--- config.mk ---
export PLATFORM = sky130hd
export DESIGN_NAME = sccb_arbiter
export DESIGN_NICKNAME = d
export VERILOG_FILES = /design/src/rtl/sccb_pkg.sv /design/src/rtl/sccb_arbiter_rr_pick.sv /design/src/rtl/sccb_arbiter.sv
export SDC_FILE = /design/constraint.sdc
export NUM_CORES = 1
export LEC_CHECK = 0
export BUFFER_PORTS_ARGS = -buffer_cell sky130_fd_sc_hd__buf_2
export CORE_ASPECT_RATIO = 2
export CORE_MARGIN = 2
export CORE_UTILIZATION = 45
export CTS_CLUSTER_DIAMETER = 50
export DETAILED_ROUTE_END_ITERATION = 8
export PLACE_DENSITY = 0.7
export SKIP_CTS_REPAIR_TIMING = 1
export SYNTH_ARGS = -nofsm -noshare
export SYNTH_HDL_FRONTEND = slang
export SYNTH_SLANG_ARGS = --single-unit
--- constraint.sdc ---
create_clock -name clk -period 2.7 [get_ports clk]
set_input_delay 0.135 -clock clk [delete_from_list [all_inputs] [get_ports clk]]
set_output_delay 0.135 -clock clk [all_outputs]
set_load 0.005 [all_outputs]
--- src/rtl/sccb_pkg.sv ---
// Shared definitions for the SCCB requester arbiter: FSM encoding,
// completion status codes and the camera device address.
package sccb_pkg;

    typedef enum logic [1:0] {
        ST_IDLE  = 2'd0,
        ST_ISSUE = 2'd1,
        ST_XFER  = 2'd2,
        ST_DONE  = 2'd3
    } state_t;

    localparam logic [1:0] ERR_OK      = 2'd0;
    localparam logic [1:0] ERR_ACK     = 2'd1;
    localparam logic [1:0] ERR_TIMEOUT = 2'd2;

    localparam logic [7:0] CAM_ADDR = 8'hC0;

endpackage

--- src/rtl/sccb_arbiter_rr_pick.sv ---
// Combinational round-robin picker: returns a one-hot winner, searching
// from the index after last_i and wrapping around.
module rr_pick #(
    parameter int N_REQ = 2,
    parameter int PW    = 1
) (
    input  logic [N_REQ-1:0] req_i,
    input  logic [PW-1:0]    last_i,
    output logic [N_REQ-1:0] win_o
);

    logic found_s;

    // Walk the requesters in priority order starting after the last winner.
    always_comb begin
        win_o   = '0;
        found_s = 1'b0;
        for (int k = 1; k <= N_REQ; k++) begin
            for (int j = 0; j < N_REQ; j++) begin
                if (!found_s && req_i[j] && (j == ((int'(last_i) + k) % N_REQ))) begin
                    win_o[j] = 1'b1;
                    found_s  = 1'b1;
                end else begin
                    found_s = found_s;
                end
            end
        end
    end

endmodule

--- src/rtl/sccb_arbiter.sv ---
// Shares one SCCB master between N_REQ requesters. A round-robin winner's
// command is latched onto the master port, the transfer is tracked through
// the master's busy flag, and completion (or timeout) is reported with a
// one-cycle done pulse plus read data and status.
module sccb_arbiter
    import sccb_pkg::*;
#(
    parameter int N_REQ       = 2,
    parameter int TIMEOUT_CYC = 50000
) (
    input  logic                 clk,
    input  logic                 rst,
    input  logic [N_REQ-1:0]     req,
    input  logic [8*N_REQ-1:0]   req_addr,
    input  logic [8*N_REQ-1:0]   req_sub_addr,
    input  logic [8*N_REQ-1:0]   req_data_wr,
    input  logic [N_REQ-1:0]     req_rw,
    output logic [N_REQ-1:0]     gnt,
    output logic [N_REQ-1:0]     done,
    output logic [7:0]           rd_data,
    output logic [1:0]           err,
    output logic                 ena,
    output logic [7:0]           addr,
    output logic [7:0]           sub_addr,
    output logic [7:0]           data_wr,
    output logic                 rw,
    input  logic                 busy,
    input  logic                 ack_err,
    input  logic [7:0]           data_rd
);

    localparam int           PW       = (N_REQ > 2) ? 2 : 1;
    localparam logic [31:0]  TO_LAST  = 32'(TIMEOUT_CYC - 1);
    localparam logic [PW-1:0] LAST_RST = PW'(N_REQ - 1);

    state_t             state_q, state_d;
    logic [N_REQ-1:0]   gnt_q, gnt_d;
    logic [N_REQ-1:0]   done_q, done_d;
    logic               ena_q, ena_d;
    logic               rw_q, rw_d;
    logic [7:0]         addr_q, addr_d;
    logic [7:0]         sub_q, sub_d;
    logic [7:0]         wdat_q, wdat_d;
    logic [7:0]         rd_q, rd_d;
    logic [1:0]         err_q, err_d;
    logic [31:0]        cnt_q, cnt_d;
    logic [PW-1:0]      last_q, last_d;

    logic [N_REQ-1:0]   win_s;
    logic [7:0]         sel_addr_s, sel_sub_s, sel_wdat_s;
    logic               sel_rw_s;
    logic [PW-1:0]      last_idx_s;

    rr_pick #(
        .N_REQ (N_REQ),
        .PW    (PW)
    ) u_pick (
        .req_i  (req),
        .last_i (last_q),
        .win_o  (win_s)
    );

    // Mux the winner's command fields and encode the current owner's index.
    always_comb begin
        sel_addr_s = 8'h00;
        sel_sub_s  = 8'h00;
        sel_wdat_s = 8'h00;
        sel_rw_s   = 1'b0;
        last_idx_s = '0;
        for (int i = 0; i < N_REQ; i++) begin
            sel_addr_s = sel_addr_s | ({8{win_s[i]}} & req_addr[8*i +: 8]);
            sel_sub_s  = sel_sub_s  | ({8{win_s[i]}} & req_sub_addr[8*i +: 8]);
            sel_wdat_s = sel_wdat_s | ({8{win_s[i]}} & req_data_wr[8*i +: 8]);
            sel_rw_s   = sel_rw_s   | (win_s[i] & req_rw[i]);
            last_idx_s = last_idx_s | ({PW{gnt_q[i]}} & PW'(i));
        end
    end

    // Next-state and registered-output logic for the arbitration FSM.
    always_comb begin
        state_d = state_q;
        gnt_d   = gnt_q;
        done_d  = '0;
        ena_d   = ena_q;
        rw_d    = rw_q;
        addr_d  = addr_q;
        sub_d   = sub_q;
        wdat_d  = wdat_q;
        rd_d    = rd_q;
        err_d   = err_q;
        cnt_d   = cnt_q;
        last_d  = last_q;

        case (state_q)
            ST_IDLE: begin
                if ((|req) && !busy) begin
                    gnt_d   = win_s;
                    ena_d   = 1'b1;
                    addr_d  = sel_addr_s;
                    sub_d   = sel_sub_s;
                    wdat_d  = sel_wdat_s;
                    rw_d    = sel_rw_s;
                    cnt_d   = 32'd0;
                    state_d = ST_ISSUE;
                end else begin
                    state_d = ST_IDLE;
                end
            end
            ST_ISSUE: begin
                cnt_d = cnt_q + 32'd1;
                if (busy) begin
                    ena_d   = 1'b0;
                    state_d = ST_XFER;
                end else if (cnt_q >= TO_LAST) begin
                    ena_d   = 1'b0;
                    err_d   = ERR_TIMEOUT;
                    done_d  = gnt_q;
                    state_d = ST_DONE;
                end else begin
                    state_d = ST_ISSUE;
                end
            end
            ST_XFER: begin
                cnt_d = cnt_q + 32'd1;
                if (!busy) begin
                    rd_d    = data_rd;
                    err_d   = ack_err ? ERR_ACK : ERR_OK;
                    done_d  = gnt_q;
                    state_d = ST_DONE;
                end else if (cnt_q >= TO_LAST) begin
                    ena_d   = 1'b0;
                    err_d   = ERR_TIMEOUT;
                    done_d  = gnt_q;
                    state_d = ST_DONE;
                end else begin
                    state_d = ST_XFER;
                end
            end
            ST_DONE: begin
                gnt_d   = '0;
                last_d  = last_idx_s;
                state_d = ST_IDLE;
            end
            default: begin
                gnt_d   = '0;
                ena_d   = 1'b0;
                state_d = ST_IDLE;
            end
        endcase
    end

    // State and output registers; reset aborts any transfer in flight.
    always_ff @(posedge clk or posedge rst) begin
        if (rst) begin
            state_q <= ST_IDLE;
            gnt_q   <= '0;
            done_q  <= '0;
            ena_q   <= 1'b0;
            rw_q    <= 1'b0;
            addr_q  <= 8'h00;
            sub_q   <= 8'h00;
            wdat_q  <= 8'h00;
            rd_q    <= 8'h00;
            err_q   <= ERR_OK;
            cnt_q   <= 32'd0;
            last_q  <= LAST_RST;
        end else begin
            state_q <= state_d;
            gnt_q   <= gnt_d;
            done_q  <= done_d;
            ena_q   <= ena_d;
            rw_q    <= rw_d;
            addr_q  <= addr_d;
            sub_q   <= sub_d;
            wdat_q  <= wdat_d;
            rd_q    <= rd_d;
            err_q   <= err_d;
            cnt_q   <= cnt_d;
            last_q  <= last_d;
        end
    end

    assign gnt      = gnt_q;
    assign done     = done_q;
    assign ena      = ena_q;
    assign rw       = rw_q;
    assign addr     = addr_q;
    assign sub_addr = sub_q;
    assign data_wr  = wdat_q;
    assign rd_data  = rd_q;
    assign err      = err_q;

endmodule

==> results_dict.tcl, run 1 <==
set metrics [dict create \
    clkPwrFrac_pct 34.1 \
    syn_inst 380 \
    startpoint_type "flop" \
    die_h_um 133 \
    synth.avg_cell_area_sq_um 9.85 \
    drive_above_1_share_pct 28.0 \
    tightest_slew_ns 0.919 \
    power_leakage_uw 0.00222 \
    port_buffers 103 \
    violations "hold timing" \
    synth.top_cell.area_share_pct 49.4 \
    grt_pass1_vias 3357 \
    firstDrtPassIters 5 \
    via_per_inst 5.82 \
    m1WireLength_mm 3.29 \
    routed-wl-met2_mm 5.20 \
    rows 47 \
    overflow 0 \
    track_usage_pct 21.6 \
    synth_largest_area_cell "dfrtp_1" \
    antenna_left 0 \
    grt_pass1_wl_mm 15.1 \
    yosysWarnings 0 \
    tns_ns 0 \
    fin_crit_sh_pct 85.9 \
    numCtsBuffers 9 \
    seqPwrFrac_pct 42.4 \
    path_buf_inv 1 \
    final_core_util_pct 57.3 \
    top_layer "met4" \
    dieArea_sq_mm 0.00911 \
    io_pins 104 \
    cts.sinks 75 \
    diodes 0 \
    cpPeakStageDelay_ns 0.70 \
    irDropWorstVdd_mv 0.409 \
    ys_async_sr_fraction_pct 100 \
    clock.fmax_mhz 431 \
    place_inst 563 \
    vias 3393 \
    switching_share_pct 29.1 \
    synth_top_flop_cell "dfrtp_1" \
    maxCapViolCount 0 \
    dr_wl_met3_um 351 \
    core_sq_mm 0.00817 \
    layout.nets 549 \
    outcome "complete, but fails checks" \
    rsz0062_at_grt "false" \
    drc 0 \
    min_period_ns 2.32 \
    hpwl_mm 6.57 \
    synth_seq_area_share_pct 50.2 \
    finalHoldViolations 5 \
    routabilityCongestion 0.820 \
    wl_mm 9.06 \
    finalClockSkew_ns 0.00629 \
    criticalPathCategory "flop to flop" \
    area_delta_synth_final_pct 25.0 \
    cts_tree "built" \
    power.density_mw_per_mm2 751 \
    post-place-ws_ns 0.405 \
    worstPathRequired_ns 2.95 \
    antenna_found_initial 0 \
    path_delay_family "compound AO/OA/AOI/OAI gates" \
    htreeDepth 3 \
    clkTransAtPathRegs_ns 0.06 \
    switching_power_uw 1020 \
    worstPathArrival_ns 2.57 \
    hp-class "input port to flop" \
    synth_area_leaders "dfrtp_1, a221o_1, nand2_1" \
    slew_headroom_pct 38.7 \
    timing.critical_path.cells "inv_1 > ha_1 > a2111o_1 > or4_1 > a21oi_1" \
    pwr-share-comb_pct 23.6 \
    p_int_uw 2490 \
    fp.dieW_um 68.5 \
    hold-worst-slack_ns -0.0117 \
    fillers 722 \
    setup_viol 0 \
    yosysMostFrequentCell "dfrtp_1" \
    wl_per_cell_um 15.5 \
    synth_nets 449 \
    grt_max_degree 56 \
    slew_violations 0 \
    synth_enable_flop_cells 0 \
    final_cells 583 \
    slowest_stage "a2111o_1" \
    initial_core_util_pct 45.8 \
    clk_path_buf_depth 2 \
    synth_common_cells "dfrtp_1, nand2_1, and3_1" \
    cts-root-buf "clkbuf_16" \
    path_max_fanout 24 \
    drt_iter0_markers 149 \
    clkLatencyLatePin_ns 0.33 \
    synth_area_sq_mm 0.00374 \
    yosysUniqueCellTypes 40 \
    final.setup.worst_slack_ns 0.381 \
    setup.worst_path.end_class "flop" \
    ys_ff_latch 75 \
]
## stage by stage
step           total power [uW]  hold slack (ns)  instance area, sq um
6_report                   3520          -0.0117                  4680
5_1_grt                    3720          0.00446                  4680
4_1_cts                    3550           -0.173                  4640
3_5_place_dp               2340            0.183                  4340
3_3_place_gp               2310            0.192                  4340
2_1_floorplan              1960            0.221                  3740
## state kept, by name, summed over array words and instances, names as in the netlist, named ones only
signal    flops
err           2
done          2
state_q       1
last_q        1
ena           1
data_wr       8
rw            1
cnt_q        32
gnt           2
rd_data       8
addr          8
sub_addr      8
## logic make-up after synthesis
logic type                 count (synthesis)  synth area share [%]
AOI/OAI and AO/OA                         93                  18.5
xor gates and xnor gates                   3                 0.702
adders and majority gates                  5                  1.67
buffers and inverters                     39                  4.24
DFF                                       75                  50.2
muxes                                      5                  1.34
and+or+nand+nor                          160                  23.4
## area by class of cell
cell class	count	area [sq um]	share of cell area (%)
clock buffer	10	239	5.10
clock inverter	6	65.1	1.39
inverter	15	56.3	1.20
multi-input combinational	266	1710	36.5
sequential	75	1880	40.1
tap	98	123	2.62
timing repair buffer	113	613	13.1
## power by group through the flow
stage	combinational, uW	clock (uW)	sequential (uW)
3_5_place_dp	839	0	1500
4_1_cts	837	1230	1490
5_1_grt	925	1270	1520
2_1_floorplan	449	0	1510
6_report	829	1200	1490
3_3_place_gp	808	0	1510
## tightest hold or removal path, cell delays in order
cell and delay, ns:
buf_2 0.07, nand2_1 0.04, nand2_1 0.04
## final timing paths
check | slack (ns) | cells past startpoint | to | startpoint
min | -0.01 | 3 | rd_data[0] | data_rd[0]
min reg2reg | 0.47 | 2 | rd_data[6] | rd_data[6]
min in group asynchronous | 0.37 | 3 | cnt_q[11] | rst
max reg2reg | 0.38 | 5 | cnt_q[19] | state_q[0]
max | 0.38 | 5 | cnt_q[19] | state_q[0]
max in group asynchronous | 1.63 | 4 | last_q | rst
## metal layers
metal	vias up	global-route usage, %
li1	1632	-
met1	1638	22.9
met2	102	38.7
met3	21	4.42
met4	0	9.56
met5	-	0
## layout by cell type, fill, tap and decap left out, drive strengths merged, types with 3 or more instances in the layout
cell type,instances
buf,109
dfrtp,74
nand2,50
and3,28
a221o,25
a21oi,23
o31ai,17
or4,17
inv,15
nand3,15
o21ai,13
nor4,11
clkbuf,10
nor2,8
nand2b,8
nand4,6
mux2i,5
ha,5
or3,4
dlygate4sd3,4
clkinv,4
a2111oi,3
a31o,3
and2,3
xnor2,3
(Power assumes the default switching activity.)
==> run 2: changes to the inputs <==
--- a/config.mk
+++ b/config.mk
@@ -11,6 +11,7 @@
 export CORE_UTILIZATION = 45
 export CTS_CLUSTER_DIAMETER = 50
 export DETAILED_ROUTE_END_ITERATION = 8
+export HOLD_SLACK_MARGIN = 0.15
 export PLACE_DENSITY = 0.7
 export SKIP_CTS_REPAIR_TIMING = 1
 export SYNTH_ARGS = -nofsm -noshare
==> run 2 against run 1 <==
Against the previous run: the run now ends clean; critical path depth stayed put; non-clock buffer count is 44 higher; clock power hardly changed; cell count is 7.5% higher; combinational power is 7.1% higher; routed wire length is 9.3% higher; worst hold slack better by 0.15 ns; sequential share of layout area is 3.4 points lower; first-iteration DRC count is 33% higher; global-route usage stayed put; critical path type unchanged; largest cell class unchanged.
==> results_dict.tcl, run 2 (same netlist as run 1, synthesis figures left out) <==
set metrics [dict create \
    finalClockSkew_ns 0.00486 \
    r2r_start "state_q[0]" \
    fp.dieW_um 68.5 \
    path_buf_inv 1 \
    wl_mm 9.91 \
    setup_viol 0 \
    initial_core_util_pct 45.8 \
    layout.nets 593 \
    firstDrtPassIters 4 \
    clock.fmax_mhz 433 \
    switching_share_pct 29.1 \
    switching_power_uw 1040 \
    area_delta_synth_final_pct 36.8 \
    path_delay_family "compound AO/OA/AOI/OAI gates" \
    hpwl_mm 6.57 \
    fin_crit_sh_pct 85.6 \
    routabilityCongestion 0.820 \
    rsz0062_at_grt "false" \
    port_buffers 103 \
    dieArea_sq_mm 0.00911 \
    clkTransAtPathRegs_ns 0.06 \
    clkPwrFrac_pct 33.5 \
    maxCapViolCount 0 \
    drive_above_1_share_pct 25.7 \
    finalHoldViolations 0 \
    diodes 0 \
    timing.critical_path.cells "inv_1 > ha_1 > a2111o_1 > or4_1 > a21oi_1" \
    clk_path_buf_depth 2 \
    grt_pass1_vias 3357 \
    overflow 0 \
    antenna_left 0 \
    grt_pass1_wl_mm 15.1 \
    die_h_um 133 \
    holdPathStages 3 \
    slew_violations 0 \
    outcome "completed" \
    wl_per_cell_um 15.8 \
    power_leakage_uw 0.00240 \
    cts.sinks 75 \
    track_usage_pct 21.6 \
    via_per_inst 5.73 \
    p_int_uw 2540 \
    rows 47 \
    stdcell_area_sq_mm 0.00512 \
    final_cell_mix "buf_2, dfrtp_1, nand2_1" \
    cts_tree "built" \
    irDropWorstVdd_mv 0.417 \
    rr_worst_depth 5 \
    hp-start "req_addr[5]" \
    r2r_slack_ns 0.39 \
    min_period_ns 2.31 \
    clkLatencyLatePin_ns 0.33 \
    holdPathEnd "addr[5]" \
    slowest_stage "a2111o_1" \
    grt_max_degree 56 \
    final_common_cell "buf_2" \
    slew_headroom_pct 36.0 \
    htreeDepth 3 \
    drc 0 \
    setup.worst_path.end_class "flop" \
    vias 3591 \
    io_pins 104 \
    path_max_fanout 24 \
    criticalPathCategory "flop to flop" \
    tns_ns 0 \
    largest_reg_flops 32 \
    worstPathRequired_ns 2.96 \
    worstPathArrival_ns 2.57 \
    core_sq_mm 0.00817 \
    pwr-share-comb_pct 24.8 \
    cpPeakStageDelay_ns 0.70 \
    worstReg2RegEnd "cnt_q[21]" \
    cts-root-buf "clkbuf_16" \
    numCtsBuffers 9 \
    power.density_mw_per_mm2 699 \
    dpl_cell_area_sq_mm 0.00434 \
    startpoint_type "flop" \
    antenna_found_initial 0 \
    largest-register "cnt_q" \
    seqPwrFrac_pct 41.7 \
    drt_iter0_markers 198 \
    tightest_slew_ns 0.960 \
    hp-class "input port to flop" \
]
-- run 2: changes by cell type in the layout (fill, tap and decap cells not counted), sizes merged --
cell	previous run	this run
dlygate4sd3	4	48
-- run 2: cell type report --
class                   count  area, sq um
flip-flops and latches     75         1880
well taps                  98          123
clock inverters             6         65.1
inverters                  15         56.3
fillers                   660         3050
clock buffers              10          239
multi-input cells         266         1710
repair buffers            157         1050
-- run 2: power by group through the flow --
| stage | logic [uW] | clock network, uW | registers (uW) |
|---|---|---|---|
| after floorplan | 449 | 0 | 1510 |
| after global placement | 808 | 0 | 1510 |
| after detailed placement | 839 | 0 | 1500 |
| after CTS | 837 | 1230 | 1490 |
| after global routing | 985 | 1270 | 1520 |
| final | 888 | 1200 | 1490 |
-- run 2: worst register-to-register path: stages (launching register included) --
cell      delay, ns
dfrtp_1        0.41
inv_1          0.09
ha_1           0.28
a2111o_1       0.70
or4_1          0.61
a21oi_1        0.15
-- run 2: how the worst max path moves through the flow --
stage,cells after the start,from,end,slack (ns)
4_1_cts,5,state_q[0],cnt_q[19],0.39
3_5_place_dp,5,state_q[0],cnt_q[15],0.41
5_1_grt,7,state_q[0],cnt_q[30],0.19
2_1_floorplan,1,rst,async pin,0.66
6_report,5,state_q[0],cnt_q[21],0.39
3_3_place_gp,7,state_q[0],cnt_q[30],0.49
-- run 2: stage by stage --
step | worst slack, ns | total power [uW] | utilization [%] | hold WS [ns] | std cells
finish | 0.389 | 3580 | 62.7 | 0.134 | 627
global route | 0.185 | 3780 | 62.7 | 0.150 | 627
CTS | 0.394 | 3550 | 56.8 | -0.173 | 579
detailed placement | 0.405 | 2340 | 53.1 | 0.183 | 563
global placement | 0.491 | 2310 | 53.1 | 0.192 | 563
floorplan | 0.657 | 1960 | - | 0.221 | 380
-- run 2: per-layer routing --
metal / wire, um / vias up / global-route usage, %
li1: - / 1719 / -
met2: 5570 / 89 / 38.7
met4: 208 / 0 / 9.56
met1: 3740 / 1765 / 22.9
met3: 388 / 18 / 4.42
met5: 0 / - / 0
==> run 3: changes to the inputs <==
--- a/config.mk
+++ b/config.mk
@@ -12,7 +12,7 @@
 export CTS_CLUSTER_DIAMETER = 50
 export DETAILED_ROUTE_END_ITERATION = 8
 export HOLD_SLACK_MARGIN = 0.15
-export PLACE_DENSITY = 0.7
+export PLACE_DENSITY = 0.77
 export SKIP_CTS_REPAIR_TIMING = 1
 export SYNTH_ARGS = -nofsm -noshare
 export SYNTH_HDL_FRONTEND = slang
==> run 3 against run 2 <==
Against the previous run: global-route usage grew 0.48 points; clock-buffer cell count shrank 1; worst hold slack lost 0.013 ns; register-to-register slack is essentially flat.
==> results_dict.tcl, run 3 (same netlist as run 1, synthesis figures left out) <==
set metrics [dict create \
    maxCapViolCount 0 \
    overflow 0 \
    power.density_mw_per_mm2 730 \
    clkTransAtPathRegs_ns 0.06 \
    r2r_start "state_q[0]" \
    vias 3647 \
    tightest_slew_ns 0.994 \
    fp.dieW_um 68.5 \
    wl_mm 10.5 \
    die_h_um 133 \
    worstReg2RegEnd "cnt_q[19]" \
    largest_reg_flops 32 \
    dieArea_sq_mm 0.00911 \
    track_usage_pct 22.0 \
    clock.fmax_mhz 433 \
    hp-start "req_addr[5]" \
    startpoint_type "flop" \
    drive_above_1_share_pct 25.7 \
    rsz0062_at_grt "false" \
    routabilityCongestion 0.837 \
    clkLatencyLatePin_ns 0.34 \
    worstPathRequired_ns 2.96 \
    via_per_inst 5.80 \
    core_sq_mm 0.00817 \
    dpl_cell_area_sq_mm 0.00433 \
    fillers 623 \
    post-place-ws_ns 0.401 \
    drt_iter0_markers 200 \
    slew_violations 0 \
    stdcell_area_sq_mm 0.00516 \
    antenna_left 0 \
    final_cell_mix "buf_2, dfrtp_1, nand2_1" \
    grt_pass1_wl_mm 15.2 \
    cts-root-buf "clkbuf_16" \
    slew_headroom_pct 33.7 \
    layout.nets 594 \
    rr_worst_depth 5 \
    irDropWorstVdd_mv 0.597 \
    drc 0 \
    hp-class "input port to flop" \
    port_buffers 103 \
    clk_path_buf_depth 2 \
    holdPathEnd "addr[5]" \
    place_inst 563 \
    numCtsBuffers 9 \
    grt_pass1_vias 3342 \
    r2r_slack_ns 0.39 \
    htreeDepth 3 \
    final_common_cell "buf_2" \
    largest-register "cnt_q" \
    cts_tree "built" \
    p_total_uw 3770 \
    firstDrtPassIters 4 \
    setup_viol 0 \
    fin_crit_sh_pct 85.6 \
    worstPathArrival_ns 2.57 \
    grt_max_degree 35 \
    area_delta_synth_final_pct 37.8 \
    final.setup.worst_slack_ns 0.390 \
    finalClockSkew_ns 0.00575 \
    final_cells 629 \
    min_period_ns 2.31 \
    initial_core_util_pct 45.8 \
    cts.sinks 75 \
    path_max_fanout 24 \
    tns_ns 0 \
    power_leakage_uw 0.00242 \
    finalHoldViolations 0 \
    setup.worst_path.end_class "flop" \
    outcome "completed" \
    wl_per_cell_um 16.6 \
    criticalPathCategory "flop to flop" \
    antenna_found_initial 1 \
    holdPathStages 3 \
    hpwl_mm 6.78 \
    io_pins 104 \
    rows 47 \
]
## run 3: cell count changes in the layout (fill, tap and decap cells not counted), sizes merged
| cell | before | now |
|---|---|---|
| clkinv | 4 | 3 |
| bufinv | 1 | 3 |
| dlygate4sd3 | 48 | 49 |
| diode | 0 | 1 |
| clkbuf | 10 | 9 |
## run 3: cell type report
cell class	count	area, sq um	share of cell area (%)
Clock buffer	9	225	4.36
Tap cell	98	123	2.38
Timing Repair Buffer	158	1050	20.4
Inverter	15	56.3	1.09
Clock inverter	7	116	2.26
Multi-Input combinational cell	266	1710	33.1
Sequential cell	75	1880	36.4
Antenna cell	1	2.50	0.0485
## run 3: worst max path at each step
stage | endpoint | slack [ns] | from
final | cnt_q[19] | 0.39 | state_q[0]
after global routing | data_wr[6] | 0.19 | state_q[0]
after CTS | cnt_q[19] | 0.38 | state_q[0]
after detailed placement | cnt_q[19] | 0.40 | state_q[0]
after global placement | cnt_q[15] | 0.53 | state_q[0]
after floorplan | async pin | 0.66 | rst
## run 3: layer usage
layer | part of all wire [%] | up-vias | global-route usage (%) | wire length [um]
li1 | - | 1715 | - | -
met1 | 37 | 1775 | 24.1 | 3830
met2 | 55 | 125 | 37.6 | 5710
met3 | 4.8 | 32 | 5.70 | 502
met4 | 4.0 | 0 | 11.0 | 417
met5 | 0 | - | 0 | 0
## run 3: per-stage QoR
stage | hold WS (ns) | utilization [%]
2_1_floorplan | 0.221 | -
3_3_place_gp | 0.288 | 52.9
3_5_place_dp | 0.298 | 52.9
4_1_cts | -0.0622 | 57.1
5_1_grt | 0.146 | 63.1
6_report | 0.121 | 63.1
## run 3: where the power goes
group / internal [uW] / switching, uW
clock network: 900 / 467
registers: 1350 / 140
logic: 444 / 464
total: 2700 / 1070
## run 3: critical path: stages (launching register included)
cell	delay (ns)
dfrtp_1	0.41
inv_1	0.09
ha_1	0.27
a2111o_1	0.68
or4_1	0.61
a21oi_1	0.16
